==> config.mk <==
export PLATFORM = sky130hd
export DESIGN_NAME = scaler_cfg_ctrl_flat
export DESIGN_NICKNAME = d
export VERILOG_FILES = /design/src/rtl/scaler_cfg_if.sv /design/src/rtl/scaler_cfg_ctrl.sv /design/src/flat_wrapper.sv
export SDC_FILE = /design/constraint.sdc
export NUM_CORES = 1
export LEC_CHECK = 0
export BUFFER_PORTS_ARGS = -buffer_cell sky130_fd_sc_hd__buf_2
export CELL_PAD_IN_SITES_DETAIL_PLACEMENT = 1
export CELL_PAD_IN_SITES_GLOBAL_PLACEMENT = 1
export CORE_UTILIZATION = 49
export CTS_CLUSTER_SIZE = 20
export DETAILED_ROUTE_END_ITERATION = 8
export GPL_TIMING_DRIVEN = 1
export PLACE_DENSITY = 0.92
export SETUP_SLACK_MARGIN = 0.1
export SLEW_MARGIN = 0
export SYNTH_ARGS = -nofsm -noshare
export SYNTH_HDL_FRONTEND = slang
export SYNTH_SLANG_ARGS = --single-unit
==> constraint.sdc <==
create_clock -name clk -period 10.11 [get_ports clk]
set_clock_uncertainty 0.15 [all_clocks]
set_input_delay 3.033 -clock clk [delete_from_list [all_inputs] [get_ports clk]]
set_output_delay 3.033 -clock clk [all_outputs]
set_load 0.1 [all_outputs]
==> src/rtl/scaler_cfg_if.sv <==
// scaler_cfg_if: valid/ready configuration bundle offered to scaler_cfg_ctrl
interface scaler_cfg_if #(
  parameter int INPUT_X_RES_WIDTH  = 11,
  parameter int INPUT_Y_RES_WIDTH  = 11,
  parameter int OUTPUT_X_RES_WIDTH = 11,
  parameter int OUTPUT_Y_RES_WIDTH = 11
);
  logic                          cfg_valid;
  logic                          cfg_ready;
  logic [INPUT_X_RES_WIDTH-1:0]  cfg_start_x;
  logic [INPUT_X_RES_WIDTH-1:0]  cfg_end_x;
  logic [INPUT_Y_RES_WIDTH-1:0]  cfg_start_y;
  logic [INPUT_Y_RES_WIDTH-1:0]  cfg_end_y;
  logic [OUTPUT_X_RES_WIDTH-1:0] cfg_out_x_res;
  logic [OUTPUT_Y_RES_WIDTH-1:0] cfg_out_y_res;
  logic                          cfg_algorithm;
  modport master (
    output cfg_valid, cfg_start_x, cfg_end_x, cfg_start_y, cfg_end_y,
           cfg_out_x_res, cfg_out_y_res, cfg_algorithm,
    input  cfg_ready
  );
  modport slave (
    input  cfg_valid, cfg_start_x, cfg_end_x, cfg_start_y, cfg_end_y,
           cfg_out_x_res, cfg_out_y_res, cfg_algorithm,
    output cfg_ready
  );
endinterface

==> src/rtl/scaler_cfg_ctrl.sv <==
// scaler_cfg_ctrl: frame-synchronous crop/scale configuration with shared sequential divider
module scaler_cfg_ctrl #(
  parameter int INPUT_X_RES_WIDTH  = 11,
  parameter int INPUT_Y_RES_WIDTH  = 11,
  parameter int OUTPUT_X_RES_WIDTH = 11,
  parameter int OUTPUT_Y_RES_WIDTH = 11,
  parameter int SCALE_INT_BITS     = 4,
  parameter int SCALE_FRAC_BITS    = 14,
  parameter int SCALE_BITS         = SCALE_INT_BITS + SCALE_FRAC_BITS,
  parameter int H_DISP             = 1920,
  parameter int V_DISP             = 1080
) (
  input  logic                          clk,
  input  logic                          rst_n,
  input  logic                          vs_i,
  scaler_cfg_if.slave                   cfg,
  output logic [INPUT_X_RES_WIDTH-1:0]  START_X,
  output logic [INPUT_X_RES_WIDTH-1:0]  END_X,
  output logic [INPUT_Y_RES_WIDTH-1:0]  START_Y,
  output logic [INPUT_Y_RES_WIDTH-1:0]  END_Y,
  output logic [INPUT_X_RES_WIDTH-1:0]  inputXRes,
  output logic [INPUT_Y_RES_WIDTH-1:0]  inputYRes,
  output logic [OUTPUT_X_RES_WIDTH-1:0] outputXRes,
  output logic [OUTPUT_Y_RES_WIDTH-1:0] outputYRes,
  output logic [SCALE_BITS-1:0]         xScale,
  output logic [SCALE_BITS-1:0]         yScale,
  output logic                          Algorithm,
  output logic                          cfg_applied,
  output logic                          cfg_err
);
  localparam int XW = INPUT_X_RES_WIDTH;
  localparam int YW = INPUT_Y_RES_WIDTH;
  localparam int OXW = OUTPUT_X_RES_WIDTH;
  localparam int OYW = OUTPUT_Y_RES_WIDTH;
  localparam int IW = (XW > YW) ? XW : YW;
  localparam int OW = (OXW > OYW) ? OXW : OYW;
  // wide enough for dividend << FRAC and divisor << (SCALE_BITS-1) without truncation
  localparam int DW = IW + OW + SCALE_BITS + 2;
  localparam int CW = $clog2(SCALE_BITS);
  localparam logic [SCALE_BITS-1:0] UNITY = SCALE_BITS'(1) << SCALE_FRAC_BITS;

  typedef enum logic [2:0] {IDLE, CHECK, DIV_X, DIV_Y, PEND} state_t;
  state_t state_q, state_d;

  logic [XW-1:0]         sh_sx_q, sh_ex_q, sh_ix_q;
  logic [YW-1:0]         sh_sy_q, sh_ey_q, sh_iy_q;
  logic [OXW-1:0]        sh_ox_q;
  logic [OYW-1:0]        sh_oy_q;
  logic                  sh_alg_q;
  logic [SCALE_BITS-1:0] sh_xs_q, sh_ys_q;
  logic                  err_q, applied_q, vs_q;
  logic [DW-1:0]         rem_q, dvs_q;
  logic [SCALE_BITS-1:0] quo_q;
  logic [CW-1:0]         cnt_q;
  logic                  ovf_q;

  logic                  ready, accept, apply, bad, vs_rise, div_last, ld_x, ld_y, ld_ovf, ge;
  logic [XW-1:0]         x_span;
  logic [YW-1:0]         y_span;
  logic [DW-1:0]         ld_n, ld_d, rem_nx;
  logic [SCALE_BITS-1:0] quo_nx, div_res;

  assign accept   = cfg.cfg_valid & ready;
  assign vs_rise  = vs_i & ~vs_q;
  assign x_span   = sh_ex_q - sh_sx_q;
  assign y_span   = sh_ey_q - sh_sy_q;
  assign bad      = (sh_ex_q <= sh_sx_q) | (sh_ey_q <= sh_sy_q);
  assign div_last = cnt_q == '0;
  assign ld_x     = (state_q == CHECK) & ~bad;
  assign ld_y     = (state_q == DIV_X) & div_last;
  assign ld_n     = ld_x ? DW'(x_span) : DW'(y_span);
  assign ld_d     = ld_x ? DW'(sh_ox_q) + DW'(1) : DW'(sh_oy_q) + DW'(1);
  // a quotient needing more than SCALE_INT_BITS integer bits saturates instead of dividing
  assign ld_ovf   = ld_n >= (ld_d << SCALE_INT_BITS);
  assign ge       = rem_q >= dvs_q;
  assign rem_nx   = ge ? rem_q - dvs_q : rem_q;
  assign quo_nx   = {quo_q[SCALE_BITS-2:0], ge};
  assign div_res  = ovf_q ? '1 : quo_nx;

  assign cfg.cfg_ready = ready;
  assign cfg_applied   = applied_q;
  assign cfg_err       = err_q;

  // state register
  always_ff @(posedge clk or negedge rst_n)
    if (!rst_n) state_q <= IDLE;
    else        state_q <= state_d;

  // next state, ready and apply strobe; an accept in PEND beats a same-cycle frame edge
  always_comb begin
    state_d = state_q;
    ready   = 1'b0;
    apply   = 1'b0;
    case (state_q)
      IDLE: begin
        ready   = 1'b1;
        state_d = accept ? CHECK : IDLE;
      end
      CHECK: state_d = bad ? IDLE : DIV_X;
      DIV_X: state_d = div_last ? DIV_Y : DIV_X;
      DIV_Y: state_d = div_last ? PEND : DIV_Y;
      PEND: begin
        ready   = 1'b1;
        apply   = ~accept & vs_rise;
        state_d = accept ? CHECK : (vs_rise ? IDLE : PEND);
      end
      default: state_d = IDLE;
    endcase
  end

  // previous frame sync for rising-edge detection
  always_ff @(posedge clk or negedge rst_n)
    if (!rst_n) vs_q <= 1'b0;
    else        vs_q <= vs_i;

  // restoring divider: one quotient bit per cycle, MSB first, divisor walks right
  always_ff @(posedge clk or negedge rst_n)
    if (!rst_n) begin
      rem_q <= '0;
      dvs_q <= '0;
      quo_q <= '0;
      cnt_q <= '0;
      ovf_q <= 1'b0;
    end else if (ld_x | ld_y) begin
      rem_q <= ld_n << SCALE_FRAC_BITS;
      dvs_q <= ld_d << (SCALE_BITS - 1);
      quo_q <= '0;
      cnt_q <= CW'(SCALE_BITS - 1);
      ovf_q <= ld_ovf;
    end else if (state_q == DIV_X || state_q == DIV_Y) begin
      rem_q <= rem_nx;
      dvs_q <= dvs_q >> 1;
      quo_q <= quo_nx;
      cnt_q <= cnt_q - CW'(1);
    end

  // shadow set, derived resolutions, scale results and sticky error
  always_ff @(posedge clk or negedge rst_n)
    if (!rst_n) begin
      sh_sx_q  <= '0;
      sh_ex_q  <= '0;
      sh_sy_q  <= '0;
      sh_ey_q  <= '0;
      sh_ox_q  <= '0;
      sh_oy_q  <= '0;
      sh_alg_q <= 1'b0;
      sh_ix_q  <= '0;
      sh_iy_q  <= '0;
      sh_xs_q  <= '0;
      sh_ys_q  <= '0;
      err_q    <= 1'b0;
    end else if (accept) begin
      sh_sx_q  <= cfg.cfg_start_x;
      sh_ex_q  <= cfg.cfg_end_x;
      sh_sy_q  <= cfg.cfg_start_y;
      sh_ey_q  <= cfg.cfg_end_y;
      sh_ox_q  <= cfg.cfg_out_x_res;
      sh_oy_q  <= cfg.cfg_out_y_res;
      sh_alg_q <= cfg.cfg_algorithm;
      err_q    <= 1'b0;
    end else begin
      sh_ix_q <= (state_q == CHECK) ? x_span - XW'(1) : sh_ix_q;
      sh_iy_q <= (state_q == CHECK) ? y_span - YW'(1) : sh_iy_q;
      sh_xs_q <= (state_q == DIV_X && div_last) ? div_res : sh_xs_q;
      sh_ys_q <= (state_q == DIV_Y && div_last) ? div_res : sh_ys_q;
      err_q   <= err_q | ((state_q == CHECK) & bad) | ((ld_x | ld_y) & ld_ovf);
    end

  // active set loads atomically from the shadow on the applying frame edge
  always_ff @(posedge clk or negedge rst_n)
    if (!rst_n) begin
      START_X    <= '0;
      END_X      <= XW'(H_DISP);
      START_Y    <= '0;
      END_Y      <= YW'(V_DISP);
      inputXRes  <= XW'(H_DISP - 1);
      inputYRes  <= YW'(V_DISP - 1);
      outputXRes <= OXW'(H_DISP - 1);
      outputYRes <= OYW'(V_DISP - 1);
      xScale     <= UNITY;
      yScale     <= UNITY;
      Algorithm  <= 1'b0;
      applied_q  <= 1'b0;
    end else begin
      applied_q <= apply;
      if (apply) begin
        START_X    <= sh_sx_q;
        END_X      <= sh_ex_q;
        START_Y    <= sh_sy_q;
        END_Y      <= sh_ey_q;
        inputXRes  <= sh_ix_q;
        inputYRes  <= sh_iy_q;
        outputXRes <= sh_ox_q;
        outputYRes <= sh_oy_q;
        xScale     <= sh_xs_q;
        yScale     <= sh_ys_q;
        Algorithm  <= sh_alg_q;
      end
    end
endmodule

==> src/flat_wrapper.sv <==
// flat-port wrapper written by rule: the top's interface ports become plain ports
module scaler_cfg_ctrl_flat 
#(
  parameter int INPUT_X_RES_WIDTH  = 11,
  parameter int INPUT_Y_RES_WIDTH  = 11,
  parameter int OUTPUT_X_RES_WIDTH = 11,
  parameter int OUTPUT_Y_RES_WIDTH = 11,
  parameter int SCALE_INT_BITS     = 4,
  parameter int SCALE_FRAC_BITS    = 14,
  parameter int SCALE_BITS         = SCALE_INT_BITS + SCALE_FRAC_BITS,
  parameter int H_DISP             = 1920,
  parameter int V_DISP             = 1080
)
  (clk, rst_n, vs_i, START_X, END_X, START_Y, END_Y, inputXRes, inputYRes, outputXRes, outputYRes, xScale, yScale, Algorithm, cfg_applied, cfg_err, cfg_cfg_valid, cfg_cfg_start_x, cfg_cfg_end_x, cfg_cfg_start_y, cfg_cfg_end_y, cfg_cfg_out_x_res, cfg_cfg_out_y_res, cfg_cfg_algorithm, cfg_cfg_ready);
  scaler_cfg_if #(.INPUT_X_RES_WIDTH(INPUT_X_RES_WIDTH), .INPUT_Y_RES_WIDTH(INPUT_Y_RES_WIDTH), .OUTPUT_X_RES_WIDTH(OUTPUT_X_RES_WIDTH), .OUTPUT_Y_RES_WIDTH(OUTPUT_Y_RES_WIDTH)) cfg_i ();
  input  logic clk;
  input  logic rst_n;
  input  logic vs_i;
  output logic [INPUT_X_RES_WIDTH-1:0] START_X;
  output logic [INPUT_X_RES_WIDTH-1:0] END_X;
  output logic [INPUT_Y_RES_WIDTH-1:0] START_Y;
  output logic [INPUT_Y_RES_WIDTH-1:0] END_Y;
  output logic [INPUT_X_RES_WIDTH-1:0] inputXRes;
  output logic [INPUT_Y_RES_WIDTH-1:0] inputYRes;
  output logic [OUTPUT_X_RES_WIDTH-1:0] outputXRes;
  output logic [OUTPUT_Y_RES_WIDTH-1:0] outputYRes;
  output logic [SCALE_BITS-1:0] xScale;
  output logic [SCALE_BITS-1:0] yScale;
  output logic Algorithm;
  output logic cfg_applied;
  output logic cfg_err;
  input wire logic [$bits(cfg_i.cfg_valid)-1:0] cfg_cfg_valid;
  input wire logic [$bits(cfg_i.cfg_start_x)-1:0] cfg_cfg_start_x;
  input wire logic [$bits(cfg_i.cfg_end_x)-1:0] cfg_cfg_end_x;
  input wire logic [$bits(cfg_i.cfg_start_y)-1:0] cfg_cfg_start_y;
  input wire logic [$bits(cfg_i.cfg_end_y)-1:0] cfg_cfg_end_y;
  input wire logic [$bits(cfg_i.cfg_out_x_res)-1:0] cfg_cfg_out_x_res;
  input wire logic [$bits(cfg_i.cfg_out_y_res)-1:0] cfg_cfg_out_y_res;
  input wire logic [$bits(cfg_i.cfg_algorithm)-1:0] cfg_cfg_algorithm;
  output wire logic [$bits(cfg_i.cfg_ready)-1:0] cfg_cfg_ready;
  assign cfg_i.cfg_valid = cfg_cfg_valid;
  assign cfg_i.cfg_start_x = cfg_cfg_start_x;
  assign cfg_i.cfg_end_x = cfg_cfg_end_x;
  assign cfg_i.cfg_start_y = cfg_cfg_start_y;
  assign cfg_i.cfg_end_y = cfg_cfg_end_y;
  assign cfg_i.cfg_out_x_res = cfg_cfg_out_x_res;
  assign cfg_i.cfg_out_y_res = cfg_cfg_out_y_res;
  assign cfg_i.cfg_algorithm = cfg_cfg_algorithm;
  assign cfg_cfg_ready = cfg_i.cfg_ready;
  scaler_cfg_ctrl #(.INPUT_X_RES_WIDTH(INPUT_X_RES_WIDTH), .INPUT_Y_RES_WIDTH(INPUT_Y_RES_WIDTH), .OUTPUT_X_RES_WIDTH(OUTPUT_X_RES_WIDTH), .OUTPUT_Y_RES_WIDTH(OUTPUT_Y_RES_WIDTH), .SCALE_INT_BITS(SCALE_INT_BITS), .SCALE_FRAC_BITS(SCALE_FRAC_BITS), .SCALE_BITS(SCALE_BITS), .H_DISP(H_DISP), .V_DISP(V_DISP)) u_core (.clk(clk), .rst_n(rst_n), .vs_i(vs_i), .cfg(cfg_i), .START_X(START_X), .END_X(END_X), .START_Y(START_Y), .END_Y(END_Y), .inputXRes(inputXRes), .inputYRes(inputYRes), .outputXRes(outputXRes), .outputYRes(outputYRes), .xScale(xScale), .yScale(yScale), .Algorithm(Algorithm), .cfg_applied(cfg_applied), .cfg_err(cfg_err));
endmodule
**Word-level counts from Yosys, hierarchy flattened**

Index checks and enable logic that the tools add are counted.

- Flip-flop bits (word level): 363
- Input port bits: 71
- Output and inout port bits: 128
- Word-level logic and storage cells: 95

- Muxes and demuxes: 22
- Bitwise logic cells: 14
- $add $sub $neg: 8
- Reductions and logical operators: 12
- Equal/unequal tests: 4
- Magnitude comparators: 4

Operators by type and width:

| kind | number |
|---|---|
| two-way mux 42 bit | 5 |
| >= comparator 42 bit | 2 |
| subtractor 42 bit | 1 |
| two-way mux 38 bit | 1 |
| two-way mux 17 bit | 2 |
| adder 11 x 1 -> 12 bit, second input constant | 2 |
| less-or-equal comparator 11 bit | 2 |
| subtractor 11 x 1 -> 11 bit, second input constant | 2 |
| subtractor 11 bit | 2 |
| two-way mux 18 bit | 1 |
| case mux 3 bit (5 select lines) | 1 |
| two-way mux 11 bit | 1 |
| two-way mux 5 bit | 2 |
| two-way mux 3 bit | 3 |
| AND reduction 2 bit | 4 |
| AND 1 bit | 7 |
| equality test 3 x 2 -> 1 bit, second input constant | 2 |
| zero test 5 bit | 1 |
| two-way mux 1 bit | 5 |
| subtractor 5 x 1 -> 5 bit, second input constant | 1 |
| OR 1 bit | 4 |
| nonzero test 2 bit | 2 |
| equality test 3 x 1 -> 1 bit, second input constant | 1 |
| equality test 3 bit, second input constant | 1 |
| other kinds (6) | 9 |

**Logic depth before layout (Yosys ltp)**

- Depth after elaboration: 9
- Mapped depth: 23
- Mapped depth without buffers: 22

**Least setup slack after synthesis**

OpenSTA, ideal clock, no wires.

- Path type: register to output
- Start point: reg u_core.state_q[0]
- End point: out cfg_cfg_ready
- Stages on the path, launching flop included: 3
- Slack: 5.109 ns
- Arrival time: 1.818 ns
- Path through: dfrtp_1 > buf_2 > nor2_1

- Cells in the longest elaborated chain, start to end: 3

Ends and longest elaborated chain:

| item | line | RTL |
|---|---|---|
| start: declaration | scaler_cfg_ctrl.sv:43 | `state_t state_q, state_d;` |
| start signal: assignment | scaler_cfg_ctrl.sv:87 | `else state_q <= state_d;` |
| equality test 3 bit / zero test 3 bit (equally long branches) | scaler_cfg_ctrl.sv:94 | `case (state_q)` |
| OR reduction 2 bit (no line) (*) | n/a |  |
| two-way mux 1 bit (*) | scaler_cfg_ctrl.sv:94 |  |
| end: declaration | flat_wrapper.sv:40 | `output wire logic [$bits(cfg_i.cfg_ready)-1:0] cfg_cfg_ready;` |

Mark *: on every way between the ends. The rest lies on a longest branch, timed or not.

**Worst setup path in the final report**

- Start point: reg u_core.sh_ey_q[4]
- End point: reg u_core.err_q (netlist: u_core.cfg_err)

- Cells in the longest elaborated chain, start to end: 9

Ends and longest elaborated chain:

| item | line | RTL |
|---|---|---|
| start: declaration | scaler_cfg_ctrl.sv:46 | `logic [YW-1:0] sh_sy_q, sh_ey_q, sh_iy_q;` |
| start signal: assignment | scaler_cfg_ctrl.sv:156 | `sh_ey_q <= cfg.cfg_end_y;` |
| less-or-equal comparator 11 bit | scaler_cfg_ctrl.sv:67 | `assign bad = (sh_ex_q <= sh_sx_q) \| (sh_ey_q <= sh_sy_q);` |
| OR 1 bit | scaler_cfg_ctrl.sv:67 |  |
| NOT 1 bit | scaler_cfg_ctrl.sv:69 | `assign ld_x = (state_q == CHECK) & ~bad;` |
| AND 1 bit | scaler_cfg_ctrl.sv:69 |  |
| two-way mux 11 bit / two-way mux 38 bit (equally long branches) | scaler_cfg_ctrl.sv:71, scaler_cfg_ctrl.sv:72 |  |
| >= comparator 42 bit | scaler_cfg_ctrl.sv:74 | `assign ld_ovf = ld_n >= (ld_d << SCALE_INT_BITS);` |
| AND 1 bit | scaler_cfg_ctrl.sv:166 | `err_q <= err_q \| ((state_q == CHECK) & bad) \| ((ld_x \| ld_y) & ld_ovf);` |
| OR 1 bit (*) | scaler_cfg_ctrl.sv:166 |  |
| two-way mux 1 bit (*) | scaler_cfg_ctrl.sv:152 | `end else if (accept) begin` |
| end signal: assignment | scaler_cfg_ctrl.sv:166 |  |
| end: declaration | scaler_cfg_ctrl.sv:51 | `logic err_q, applied_q, vs_q;` |

Marked as above.
A chain may end at the register's enable or synchronous reset.

==> results.py <==
metrics = {
    "hold_path": {
        "hp-start": "u_core.sh_xs_q[15]",
        "hold_class": "flop to flop",
        "hold_depth": 2,
        "whs_endpoint": "u_core.xScale[15]",
    },
    "clock_tree": {
        "cts_buffers": 39,
        "clkLatencyLatePin_ns": 0.57,
        "post_cts_buffers": 0,
        "cts-root-buf": "clkbuf_16",
        "cts_sinks": 350,
        "cts-htree-levels": 2,
        "ctsHoldBuffers": 0,
        "cts_tree": "done",
        "clk_pin_slew_ns": 0.06,
        "cts.repair.resized": 0,
        "ctsLongestPathBuffers": 3,
    },
    "timing": {
        "min_period_ns": 5.95,
        "worstMarginPinSlew_ns": 1.24,
        "setup-tns-final_ns": 0,
        "setup_viol": 0,
        "hold_violations": 0,
        "fmax_ghz": 0.168,
        "drv_slew": 0,
        "fin_ws_ns": 4.16,
        "period_share_pct": 58.8,
        "max-slew-margin-rel_pct": 17.4,
        "fin_hold_ws_ns": 0.296,
        "grt_setup_unrepaired": "false",
    },
    "power_and_ir_drop": {
        "p_leak_nw": 9.79,
        "switching_share_pct": 49.1,
        "combPwrFrac_pct": 55.3,
        "seq_power_share_pct": 26.6,
        "peakVddDrop_mv": 0.256,
        "power_frac_clock_pct": 18.1,
        "power.internal_mw": 4.37,
        "switchingPower_mw": 4.21,
        "total_power_mw": 8.58,
        "power_density_nw_per_um2": 427,
    },
    "worst_setup_path": {
        "r2r_slack_ns": 4.16,
        "reg2reg_depth": 21,
        "crit_type": "flop to flop",
        "worstPathArrival_ns": 6.26,
        "cp-start-kind": "flop",
        "required_ns": 10.42,
        "regToRegEndpoint": "u_core.cfg_err",
        "path_max_fanout": 42,
        "rr_startpoint": "u_core.sh_ey_q[4]",
        "endpoint_kind": "flop",
    },
    "outcome": {
        "outcome": "complete, no violations",
    },
    "global_routing": {
        "grtUsageTotal_pct": 34.1,
        "grt_pass1_wl_mm": 96.8,
        "grt_pass1_vias": 17300,
        "overflow": 0,
        "grt_max_degree": 124,
        "antenna_found_initial": 1,
    },
    "routing": {
        "wl_per_cell_um": 23.5,
        "vias_per_cell": 6.09,
        "firstDrtPassIters": 5,
        "via_count": 15600,
        "drc": 0,
        "dr.first_iter.drc_count": 1140,
        "drtAntennaViolNets": 0,
        "drt-total-wl_mm": 60.0,
    },
    "synth": {
        "yosysTopAreaCell": "dfrtp_1",
        "synth-main-ff-cell": "dfrtp_1",
        "synth_area_leaders": "dfrtp_1, nand2_1, dfstp_2",
        "synth_xor_area_share_pct": 4.14,
        "ys_ff_latch": 350,
        "seq_area_frac_synth_pct": 50.8,
        "synthTopCellsByCount": "nand2_1, dfrtp_1, o21ai_0",
        "async_reset_ff_share_pct": 100,
        "synth_fa_ha_area_share_pct": 4.82,
        "muxShareOfSynthArea_pct": 3.65,
        "synth_edf_count": 0,
        "yosysMostFrequentCell": "nand2_1",
        "netlist.area_leader.share_pct": 44.5,
        "avgSynthCellArea_um2": 9.06,
        "synth_compound_area_share_pct": 12.9,
        "netlist_area_um2": 17300,
        "synth_cell_type_count": 69,
        "synthCells": 1913,
        "synthSimpleGateAreaFrac_pct": 19.9,
        "synth_fp_nets": 2049,
        "synth_top_family_by_area": "simple AND/OR/NAND/NOR gates",
        "yosys_warnings": 0,
    },
    "place": {
        "numPortBuffers": 198,
        "placed_area_um2": 18700,
        "hpwl_mm": 36.8,
        "globalplace.congestion": 0.899,
        "place_ws_ns": 4.73,
    },
    "layout": {
        "final_area_um2": 20100,
        "final_nets": 2206,
        "drive_gt1_share_pct": 18.9,
        "diodes": 0,
        "syn_to_final_growth_pct": 15.9,
    },
    "job": {
        "drv_cap": 0,
    },
    "die": {
        "die_w_um": 190,
        "initial_utilization_pct": 49.9,
        "rows": 68,
        "core-area_um2": 34700,
        "dieArea_um2": 36100,
        "die_y_um": 190,
        "io_pins": 199,
    },
}
-- cells in the final DEF (no fill, tap or decap), types with 12 or more instances in the layout --
cell       instances
xnor2_1           52
a21oi_1          113
buf_4             13
inv_1             73
nor2_1            92
a31oi_1           12
buf_2            197
dfstp_2           42
nor3_1            22
nand2_1          577
o21ai_1           13
mux2_2            50
dfrtp_1          308
a21o_1            23
nand4_1           13
nand3_1           30
clkbuf_16         39
xor2_1            30
o21ai_0          133
ha_1              62
a211oi_1          20
-- flip-flops by register name, summed over array words and instances (netlist names), 17 cells and up --
| register | flops |
|---|---|
| u_core.dvs_q | 29 |
| u_core.quo_q | 17 |
| u_core.sh_xs_q | 18 |
| u_core.rem_q | 42 |
| u_core.yScale | 18 |
| u_core.xScale | 18 |
| u_core.sh_ys_q | 18 |
-- area by class of cell --
cell class | instances | area (um2)
Multi-Input combinational cell | 1393 | 7900
Fill cell | 4027 | 14600
Tap cell | 455 | 569
Inverter | 74 | 279
Sequential cell | 350 | 8810
Clock inverter | 20 | 279
Timing Repair Buffer | 212 | 1120
Clock buffer | 52 | 1120
-- through the flow --
stage	utilization [%]	instances
floorplan	-	1913
global placement	53.8	2484
detailed placement	53.8	2484
CTS	57.9	2556
global route	57.9	2556
finish	57.9	2556
-- logic make-up (layout without fill, tap and decap cells) --
| family | count (synthesis) | in the layout |
|---|---|---|
| and+or+nand+nor | 814 | 814 |
| AOI/OAI and AO/OA | 375 | 375 |
| muxes | 57 | 57 |
| adders and majority gates | 65 | 65 |
| DFF | 350 | 350 |
| buffers and inverters | 170 | 358 |
| xor gates and xnor gates | 82 | 82 |
-- routing by layer --
| metal | global-route usage (%) | part of all wire, % | up-vias |
|---|---|---|---|
| met5 | 0 | 0.018 | - |
| met4 | 19.9 | 6.2 | 2 |
| met3 | 5.37 | 5.5 | 278 |
| met2 | 60.5 | 51 | 735 |
| met1 | 38.7 | 37 | 7832 |
| li1 | - | - | 6711 |
-- power by group through the flow --
stage | clock (mW) | sequential, mW | combinational, mW
floorplan | 0 | 2.33 | 2.98
global placement | 0 | 2.21 | 4.07
CTS | 1.57 | 2.26 | 4.63
finish | 1.55 | 2.28 | 4.75
global route | 1.62 | 2.31 | 5.04
detailed placement | 0 | 2.25 | 4.36
-- worst max path at each step --
| stage | startpoint | endpoint | slack (ns) | cells past startpoint |
|---|---|---|---|---|
| 6_report | u_core.sh_ey_q[4] | u_core.cfg_err | 4.16 | 21 |
| 5_1_grt | u_core.sh_ey_q[4] | u_core.cfg_err | 4.04 | 21 |
| 4_1_cts | u_core.sh_ey_q[4] | u_core.cfg_err | 4.33 | 21 |
| 3_5_place_dp | vs_i | u_core.outputYRes[6] | 4.73 | 6 |
| 3_3_place_gp | vs_i | u_core.yScale[13] | 4.93 | 7 |
| 2_1_floorplan | u_core.state_q[0] | cfg_cfg_ready | 5.11 | 2 |
-- worst max-delay path, stage by stage (launching register included) --
cell and delay [ns]:
dfrtp_1 0.45, ha_1 0.43, a211oi_1 0.28, nor2_1 0.10, nor3_1 0.40, o21ai_1 0.23
o2111ai_4 0.14, buf_4 0.48, mux2i_1 0.48, inv_1 0.09, ha_1 0.26, and3_1 0.20
and3_1 0.26, xor2_1 0.17, o21ai_0 0.15, ha_1 0.35, o21a_1 0.12, nor2_1 0.05
nor4b_1 0.41, a21oi_1 0.12, a211o_1 0.34, a21oi_1 0.17
(Power assumes the default switching activity.)
